--- config.mk ---
export PLATFORM = sky130hd
export DESIGN_NAME = uart_echo_tester_flat
export DESIGN_NICKNAME = d
export VERILOG_FILES = /design/src/rtl/uart_echo_tester_if.sv /design/src/rtl/uart_echo_tester.sv /design/src/flat_wrapper.sv
export SDC_FILE = /design/constraint.sdc
export NUM_CORES = 1
export LEC_CHECK = 0
export ABC_AREA = 1
export ABC_CLOCK_PERIOD_IN_PS = 2300
export CORE_AREA = 3 3 121 123
export DETAILED_ROUTE_END_ITERATION = 16
export DIE_AREA = 0 0 124 126
export PLACE_DENSITY = 0.67
export SYNTH_ARGS = -nofsm -noshare
export SYNTH_HDL_FRONTEND = slang
export SYNTH_SLANG_ARGS = --single-unit
--- constraint.sdc ---
create_clock -name clk -period 2.3 [get_ports clk]
set_input_delay 0.46 -clock clk [delete_from_list [all_inputs] [get_ports clk]]
set_output_delay 0.46 -clock clk [all_outputs]
set_load 0.02 [all_outputs]
--- src/rtl/uart_echo_tester_if.sv ---
`default_nettype none
// ============================================================================
//  Module      : uart_echo_tester_if
//  Description : Control/status and serial-line bundle of the UART echo tester.
//  Revision    : 1.0 - initial release
// ============================================================================
interface uart_echo_tester_if;
    logic        start;
    logic        rx_line;
    logic        tx_line;
    logic        busy;
    logic        done;
    logic        pass;
    logic [15:0] err_count;
    logic [7:0]  last_sent;
    logic [7:0]  last_rcvd;

    // master: the host/echo side; slave: the tester itself
    modport master (
        output start, rx_line,
        input  tx_line, busy, done, pass, err_count, last_sent, last_rcvd
    );
    modport slave (
        input  start, rx_line,
        output tx_line, busy, done, pass, err_count, last_sent, last_rcvd
    );
endinterface
`default_nettype wire

--- src/rtl/uart_echo_tester.sv ---
`default_nettype none
// ============================================================================
//  Module      : uart_echo_tester
//  Description : Sends a byte stream over UART, expects each echo to be byte+1,
//                counts mismatches, framing errors and timeouts.
//                Optional macro RANDOM_PATTERN_EN selects an 8-bit LFSR sequence.
//  Revision    : 1.0 - initial release
// ============================================================================
module uart_echo_tester #(
    parameter int         DVSR       = 163,
    parameter int         DBIT       = 8,
    parameter int         SB_TICK    = 16,
    parameter int         NUM_BYTES  = 256,
    parameter logic [7:0] SEED       = 8'h00,
    parameter int         TIMEOUT_TK = 1024
) (
    input wire                clk,
    input wire                reset,
    uart_echo_tester_if.slave bus
);

    localparam int         c_TKW      = (DVSR > 1) ? $clog2(DVSR) : 1;
    localparam int         c_TOW      = $clog2(TIMEOUT_TK + 1);
    localparam int         c_ALIGN    = 8 - DBIT;
    localparam logic [3:0] c_DATA_END = 4'(DBIT);
    localparam logic [3:0] c_STOP_IDX = 4'(DBIT + 1);
`ifdef RANDOM_PATTERN_EN
    localparam logic [7:0] c_FIRST    = (SEED == 8'h00) ? 8'h01 : SEED;
`else
    localparam logic [7:0] c_FIRST    = SEED;
`endif

    typedef enum logic [2:0] {
        S_IDLE = 3'd0,
        S_SEND = 3'd1,
        S_WAIT = 3'd2,
        S_NEXT = 3'd3,
        S_DONE = 3'd4
    } state_t;

    state_t             r_state, w_state_next;
    logic [c_TKW-1:0]   r_tick_cnt;
    logic               w_tick;

    logic               r_tx_active, r_tx_line;
    logic [3:0]         r_tx_idx;
    logic [7:0]         r_tx_tk, r_tx_shift;
    logic               w_tx_launch, w_tx_bit_end, w_tx_frame_end;

    logic               r_rx_s1, r_rx_s2, r_rx_prev, r_rx_active;
    logic [3:0]         r_rx_idx;
    logic [7:0]         r_rx_tk, r_rx_shift;
    logic               w_rx_done;
    logic [7:0]         w_rx_data;

    logic [7:0]         r_byte, w_byte_adv, w_expect;
    logic [15:0]        r_byte_cnt, r_err_count;
    logic [c_TOW-1:0]   r_to_cnt;
    logic [7:0]         r_last_sent, r_last_rcvd;
    logic               r_busy, r_done, r_pass;
    logic               w_run_start, w_err_add, w_rcvd_load;

    assign w_tick = (r_tick_cnt == c_TKW'(DVSR - 1));

    always_ff @(posedge clk or negedge reset) begin
        if (!reset)      r_tick_cnt <= '0;
        else if (w_tick) r_tick_cnt <= '0;
        else             r_tick_cnt <= r_tick_cnt + 1'b1;
    end

    // ---------------- transmitter ----------------
    assign w_tx_launch    = (r_state == S_SEND) && !r_tx_active && w_tick;
    assign w_tx_bit_end   = r_tx_active && w_tick &&
                            ((r_tx_idx == c_STOP_IDX) ? (r_tx_tk == 8'(SB_TICK - 1))
                                                      : (r_tx_tk == 8'd15));
    assign w_tx_frame_end = w_tx_bit_end && (r_tx_idx == c_STOP_IDX);

    always_ff @(posedge clk or negedge reset) begin
        if (!reset) begin
            r_tx_active <= 1'b0;
            r_tx_idx    <= '0;
            r_tx_tk     <= '0;
            r_tx_shift  <= '0;
            r_tx_line   <= 1'b1;
        end else if (w_tx_launch) begin
            r_tx_active <= 1'b1;
            r_tx_idx    <= '0;
            r_tx_tk     <= '0;
            r_tx_shift  <= r_byte;
            r_tx_line   <= 1'b0;
        end else if (r_tx_active && w_tick) begin
            if (w_tx_bit_end) begin
                r_tx_tk <= '0;
                if (r_tx_idx == c_STOP_IDX) begin
                    r_tx_active <= 1'b0;
                    r_tx_line   <= 1'b1;
                end else if (r_tx_idx == c_DATA_END) begin
                    r_tx_idx  <= c_STOP_IDX;
                    r_tx_line <= 1'b1;
                end else begin
                    r_tx_idx   <= r_tx_idx + 4'd1;
                    r_tx_line  <= r_tx_shift[0];
                    r_tx_shift <= r_tx_shift >> 1;
                end
            end else begin
                r_tx_tk <= r_tx_tk + 8'd1;
            end
        end
    end

    // ---------------- receiver ----------------
    assign w_rx_done = r_rx_active && w_tick && (r_rx_idx == c_STOP_IDX) &&
                       (r_rx_tk == 8'(SB_TICK - 1));
    assign w_rx_data = r_rx_shift >> c_ALIGN;

    always_ff @(posedge clk or negedge reset) begin
        if (!reset) begin
            r_rx_s1     <= 1'b1;
            r_rx_s2     <= 1'b1;
            r_rx_prev   <= 1'b1;
            r_rx_active <= 1'b0;
            r_rx_idx    <= '0;
            r_rx_tk     <= '0;
            r_rx_shift  <= '0;
        end else begin
            r_rx_s1   <= bus.rx_line;
            r_rx_s2   <= r_rx_s1;
            r_rx_prev <= r_rx_s2;
            if (!r_rx_active) begin
                if (r_rx_prev && !r_rx_s2) begin
                    r_rx_active <= 1'b1;
                    r_rx_idx    <= '0;
                    r_rx_tk     <= '0;
                end
            end else if (w_tick) begin
                if (r_rx_idx == 4'd0) begin
                    // mid-start re-check rejects short glitches
                    if (r_rx_tk == 8'd7) begin
                        if (r_rx_s2) begin
                            r_rx_active <= 1'b0;
                        end else begin
                            r_rx_idx <= 4'd1;
                            r_rx_tk  <= '0;
                        end
                    end else begin
                        r_rx_tk <= r_rx_tk + 8'd1;
                    end
                end else if (r_rx_idx == c_STOP_IDX) begin
                    if (r_rx_tk == 8'(SB_TICK - 1)) r_rx_active <= 1'b0;
                    else                            r_rx_tk     <= r_rx_tk + 8'd1;
                end else if (r_rx_tk == 8'd15) begin
                    r_rx_shift <= {r_rx_s2, r_rx_shift[7:1]};
                    r_rx_tk    <= '0;
                    r_rx_idx   <= r_rx_idx + 4'd1;
                end else begin
                    r_rx_tk <= r_rx_tk + 8'd1;
                end
            end
        end
    end

    // ---------------- sequencer ----------------
    assign w_expect = r_byte + 8'd1;
`ifdef RANDOM_PATTERN_EN
    assign w_byte_adv = {r_byte[6:0], r_byte[7] ^ r_byte[5] ^ r_byte[4] ^ r_byte[3]};
`else
    assign w_byte_adv = r_byte + 8'd1;
`endif

    always_ff @(posedge clk or negedge reset) begin
        if (!reset) r_state <= S_IDLE;
        else        r_state <= w_state_next;
    end

    always_comb begin
        w_state_next = r_state;
        w_run_start  = 1'b0;
        w_err_add    = 1'b0;
        w_rcvd_load  = 1'b0;
        case (r_state)
            S_IDLE: begin
                if (bus.start) begin
                    w_run_start  = 1'b1;
                    w_state_next = S_SEND;
                end
            end
            S_SEND: begin
                if (w_tx_frame_end) w_state_next = S_WAIT;
            end
            S_WAIT: begin
                if (w_rx_done) begin
                    w_state_next = S_NEXT;
                    if (r_rx_s2) begin
                        w_rcvd_load = 1'b1;
                        w_err_add   = (w_rx_data != w_expect);
                    end else begin
                        w_err_add = 1'b1;
                    end
                end else if (w_tick && (r_to_cnt == c_TOW'(TIMEOUT_TK - 1))) begin
                    w_err_add    = 1'b1;
                    w_state_next = S_NEXT;
                end
            end
            S_NEXT: begin
                w_state_next = (r_byte_cnt == 16'(NUM_BYTES - 1)) ? S_DONE : S_SEND;
            end
            S_DONE:  w_state_next = S_IDLE;
            default: w_state_next = S_IDLE;
        endcase
    end

    always_ff @(posedge clk or negedge reset) begin
        if (!reset) begin
            r_byte      <= '0;
            r_byte_cnt  <= '0;
            r_err_count <= '0;
            r_to_cnt    <= '0;
            r_last_sent <= '0;
            r_last_rcvd <= '0;
            r_busy      <= 1'b0;
            r_done      <= 1'b0;
            r_pass      <= 1'b0;
        end else begin
            if (w_run_start) begin
                r_err_count <= '0;
                r_done      <= 1'b0;
                r_pass      <= 1'b0;
                r_busy      <= 1'b1;
                r_byte      <= c_FIRST;
                r_byte_cnt  <= '0;
            end
            if (w_tx_launch) r_last_sent <= r_byte;
            if (w_tx_frame_end)                       r_to_cnt <= '0;
            else if ((r_state == S_WAIT) && w_tick)   r_to_cnt <= r_to_cnt + 1'b1;
            if (w_rcvd_load) r_last_rcvd <= w_rx_data;
            if (w_err_add && (r_err_count != 16'hFFFF)) r_err_count <= r_err_count + 16'd1;
            if (r_state == S_NEXT) begin
                r_byte_cnt <= r_byte_cnt + 16'd1;
                r_byte     <= w_byte_adv;
            end
            if (r_state == S_DONE) begin
                r_busy <= 1'b0;
                r_done <= 1'b1;
                r_pass <= (r_err_count == 16'd0);
            end
        end
    end

    assign bus.tx_line   = r_tx_line;
    assign bus.busy      = r_busy;
    assign bus.done      = r_done;
    assign bus.pass      = r_pass;
    assign bus.err_count = r_err_count;
    assign bus.last_sent = r_last_sent;
    assign bus.last_rcvd = r_last_rcvd;

endmodule
`default_nettype wire

--- src/flat_wrapper.sv ---
// flat-port wrapper written by rule: the top's interface ports become plain ports
module uart_echo_tester_flat 
#(
    parameter int         DVSR       = 163,
    parameter int         DBIT       = 8,
    parameter int         SB_TICK    = 16,
    parameter int         NUM_BYTES  = 256,
    parameter logic [7:0] SEED       = 8'h00,
    parameter int         TIMEOUT_TK = 1024
)
  (clk, reset, bus_start, bus_rx_line, bus_tx_line, bus_busy, bus_done, bus_pass, bus_err_count, bus_last_sent, bus_last_rcvd);
  uart_echo_tester_if bus_i ();
  input wire clk;
  input wire reset;
  input wire logic [$bits(bus_i.start)-1:0] bus_start;
  input wire logic [$bits(bus_i.rx_line)-1:0] bus_rx_line;
  output wire logic [$bits(bus_i.tx_line)-1:0] bus_tx_line;
  output wire logic [$bits(bus_i.busy)-1:0] bus_busy;
  output wire logic [$bits(bus_i.done)-1:0] bus_done;
  output wire logic [$bits(bus_i.pass)-1:0] bus_pass;
  output wire logic [$bits(bus_i.err_count)-1:0] bus_err_count;
  output wire logic [$bits(bus_i.last_sent)-1:0] bus_last_sent;
  output wire logic [$bits(bus_i.last_rcvd)-1:0] bus_last_rcvd;
  assign bus_i.start = bus_start;
  assign bus_i.rx_line = bus_rx_line;
  assign bus_tx_line = bus_i.tx_line;
  assign bus_busy = bus_i.busy;
  assign bus_done = bus_i.done;
  assign bus_pass = bus_i.pass;
  assign bus_err_count = bus_i.err_count;
  assign bus_last_sent = bus_i.last_sent;
  assign bus_last_rcvd = bus_i.last_rcvd;
  uart_echo_tester #(.DVSR(DVSR), .DBIT(DBIT), .SB_TICK(SB_TICK), .NUM_BYTES(NUM_BYTES), .SEED(SEED), .TIMEOUT_TK(TIMEOUT_TK)) u_core (.clk(clk), .reset(reset), .bus(bus_i));
endmodule
==> flow_metrics.tcl <==
set metrics [dict create \
    max-cap-violations 0 \
    worst_slew_pin_slew_ns 0.548 \
    hp-class "in2async" \
    grt_usage_pct 20.4 \
    fillers 1282 \
    crit_cells 12 \
    grt_max_degree 68 \
    areaGrowthSynthToFinish_pct 19.2 \
    core_area_um2 13800 \
    worstRegToRegCells 12 \
    fin_tns_setup_ns 0 \
    start_kind "register" \
    outcome "finished, final reports clean" \
    cts_setup_buffers 0 \
    synth.distinct_cells 43 \
    dpl_worst_slack_ns 0.110 \
    end_kind "register" \
    die_h_um 126 \
    clkLatencyLatePin_ns 0.42 \
    ctsResizeCount 0 \
    synth_edf_count 0 \
    cts_buffers 17 \
    placed_area_um2 7420 \
    r2r_setup_slack_ns 0.17 \
    mappedNetlistArea_um2 6750 \
    cts_tree "done" \
    die-area_um2 15600 \
    crit_slowest_cell "dfrtp_1" \
    clock.fmax_mhz 469 \
    fin_nets 935 \
    ys.flop_type "dfrtp_1" \
    power.leakage_nw 4.06 \
    setup_violations 0 \
    ioPinCount 40 \
    r2r-start "u_core.r_byte[0]" \
    dp_hpwl_mm 10.3 \
    first_global_vias 5501 \
    worst_slack_ns 0.166 \
    vias 5730 \
    htreeDepth 4 \
    wirelength_mm 15.1 \
    syn_area_per_cell_um2 7.84 \
    min_period_over_period_pct 92.8 \
    rows 43 \
    ys_ff_latch 127 \
    worst-endpoint-required_ns 2.60 \
    n_antenna_cell 0 \
    drc 0 \
    final_cells 1109 \
    final_util_pct 58.4 \
    grt-ovfl-total 0 \
    drt_first_iter_violations 417 \
    cts_buffer_depth 2 \
    synth.net_count 879 \
    cts.sinks 127 \
    synthArstFlopShare_pct 100 \
    crit_fanout 8 \
    routed_via_density 5.17 \
    cp_top_family "simple AND/OR/NAND/NOR gates" \
    initial_core_util_pct 49.0 \
    p_total_mw 4.98 \
    max_stage_delay_ns 0.44 \
    grt_pass1_wl_mm 25.7 \
    clkTransAtPathRegs_ns 0.06 \
    post_drt_wl_per_cell_um 13.6 \
    die-width_um 124 \
    path_cells "ha_1, inv_1, nand2_1, nand2_1, nor2_1, nand3_1, nor2_1, nand2_1, nor2_4, nand3_2, nand3_1, nand2_1" \
    p_per_area_nw_per_um2 620 \
    ctsHoldBuffers 0 \
    report.final.slew_viol_count 0 \
    antenna_found_initial 0 \
    drive_above_1_share_pct 9.15 \
    cp.arrival_ns 2.43 \
    path_class "reg2reg" \
    hold_slack_ns 0.0558 \
    gp_congestion 0.856 \
    relSlewSlack_pct 63.4 \
    path_buf_inv 1 \
    final_area_um2 8040 \
    rsz0062_at_grt "true" \
    clock-root-buffer "clkbuf_16" \
    hold_violations 0 \
    vdd_drop_max_mv 0.477 \
    dp.cells 1076 \
    rr_endpoint "u_core.bus.err_count[1]" \
    period_needed_ns 2.13 \
    clock_skew_ns 0.00678 \
    syn-instance-count 860 \
    numPortBuffers 39 \
    yosys_warnings 0 \
    critPathMostFrequentCell "nand2_1" \
    ant_nets 0 \
    firstDrtPassIters 7 \
    synth-seq-area-share_pct 47.2 \
]
sequential cells by signal (all words and copies together), names as in the netlist, 3 cells and up:
name / flops
u_core.bus.err_count: 16
u_core.r_byte_cnt: 16
u_core.r_to_cnt: 11
u_core.bus.last_rcvd: 8
u_core.bus.last_sent: 8
u_core.r_byte: 8
u_core.r_rx_shift: 8
u_core.r_rx_tk: 8
u_core.r_tick_cnt: 8
u_core.r_tx_shift: 8
u_core.r_tx_tk: 8
u_core.r_rx_idx: 4
u_core.r_tx_idx: 4
u_core.r_state: 3
Yosys cell counts (8+ instances only):
cell type	number	area, µm²
inv_1	109	409
o21ai_0	49	245
o22ai_1	8	50.1
a21oi_1	35	175
nor3_1	17	85.1
xor2_1	17	149
dfrtp_1	123	3080
nand4_1	19	119
nor2_1	80	300
nand2_1	193	724
ha_1	15	188
nand3_1	103	515
o21ai_1	10	50.1
where the power goes:
group	total (mW)	internal, mW	leakage (nW)	switching, mW
clock	2.67	1.70	0.277	0.974
combinational	0.0688	0.0157	2.25	0.0531
sequential	2.25	2.24	1.53	0.00350
total	4.98	3.95	4.06	1.03
worst max-delay path by stage:
stage | from | end
3_5_place_dp | u_core.r_rx_tk[1] | u_core.r_rx_idx[0]
3_3_place_gp | u_core.r_byte[0] | u_core.bus.err_count[7]
5_1_grt | u_core.r_tick_cnt[0] | u_core.bus.last_rcvd[5]
6_report | u_core.r_byte[0] | u_core.bus.err_count[1]
2_1_floorplan | u_core.bus.err_count[1] | u_core.bus.err_count[10]
4_1_cts | u_core.r_tick_cnt[0] | u_core.r_rx_idx[0]
layout by cell type, fill, tap and decap left out, types with 5 or more instances in the layout:
| cell | instances |
|---|---|
| o211ai_1 | 5 |
| nor3_1 | 17 |
| nor2_1 | 77 |
| o21ai_1 | 10 |
| clkdlybuf4s50_1 | 38 |
| nand4_1 | 19 |
| o22ai_1 | 8 |
| nand2_2 | 5 |
| inv_1 | 109 |
| buf_4 | 11 |
| nand2_1 | 193 |
| a21oi_1 | 35 |
| inv_2 | 7 |
| ha_1 | 15 |
| xor2_1 | 17 |
| nor2_2 | 7 |
| nand3_1 | 103 |
| o21ai_0 | 49 |
| dfrtp_1 | 123 |
| clkbuf_16 | 17 |
per-layer routing:
metal / up-vias / GRT usage (%) / wire [µm]
li1: 2932 / - / -
met1: 2684 / 28.2 / 7350
met2: 103 / 31.9 / 6950
met3: 11 / 5.48 / 626
met5: - / 0 / 0
met4: 0 / 5.61 / 125
final cells by class:
class                           instances  area, µm²  area share, %
Inverter                              118        443           5.51
Timing Repair Buffer                   53        543           6.75
Clock buffer                           21        440           5.48
Multi-Input combinational cell        599       3060           38.1
Clock inverter                         11        141           1.76
Sequential cell                       127       3180           39.6
Tap cell                              180        225           2.80
kinds of logic (layout without fill, tap and decap cells):
| kind of cell | Yosys count | count (layout) | share of synthesized area (%) |
|---|---|---|---|
| buffers and inverters | 135 | 203 | 7.92 |
| AND/OR/NAND/NOR | 443 | 444 | 29.4 |
| XOR/XNOR | 21 | 21 | 2.73 |
| adder cells (fa/ha/maj) | 15 | 15 | 2.78 |
| AO/OA/AOI/OAI | 119 | 119 | 10.0 |
| flip-flops | 127 | 127 | 47.2 |
Power figures use the tool's default switching activity.
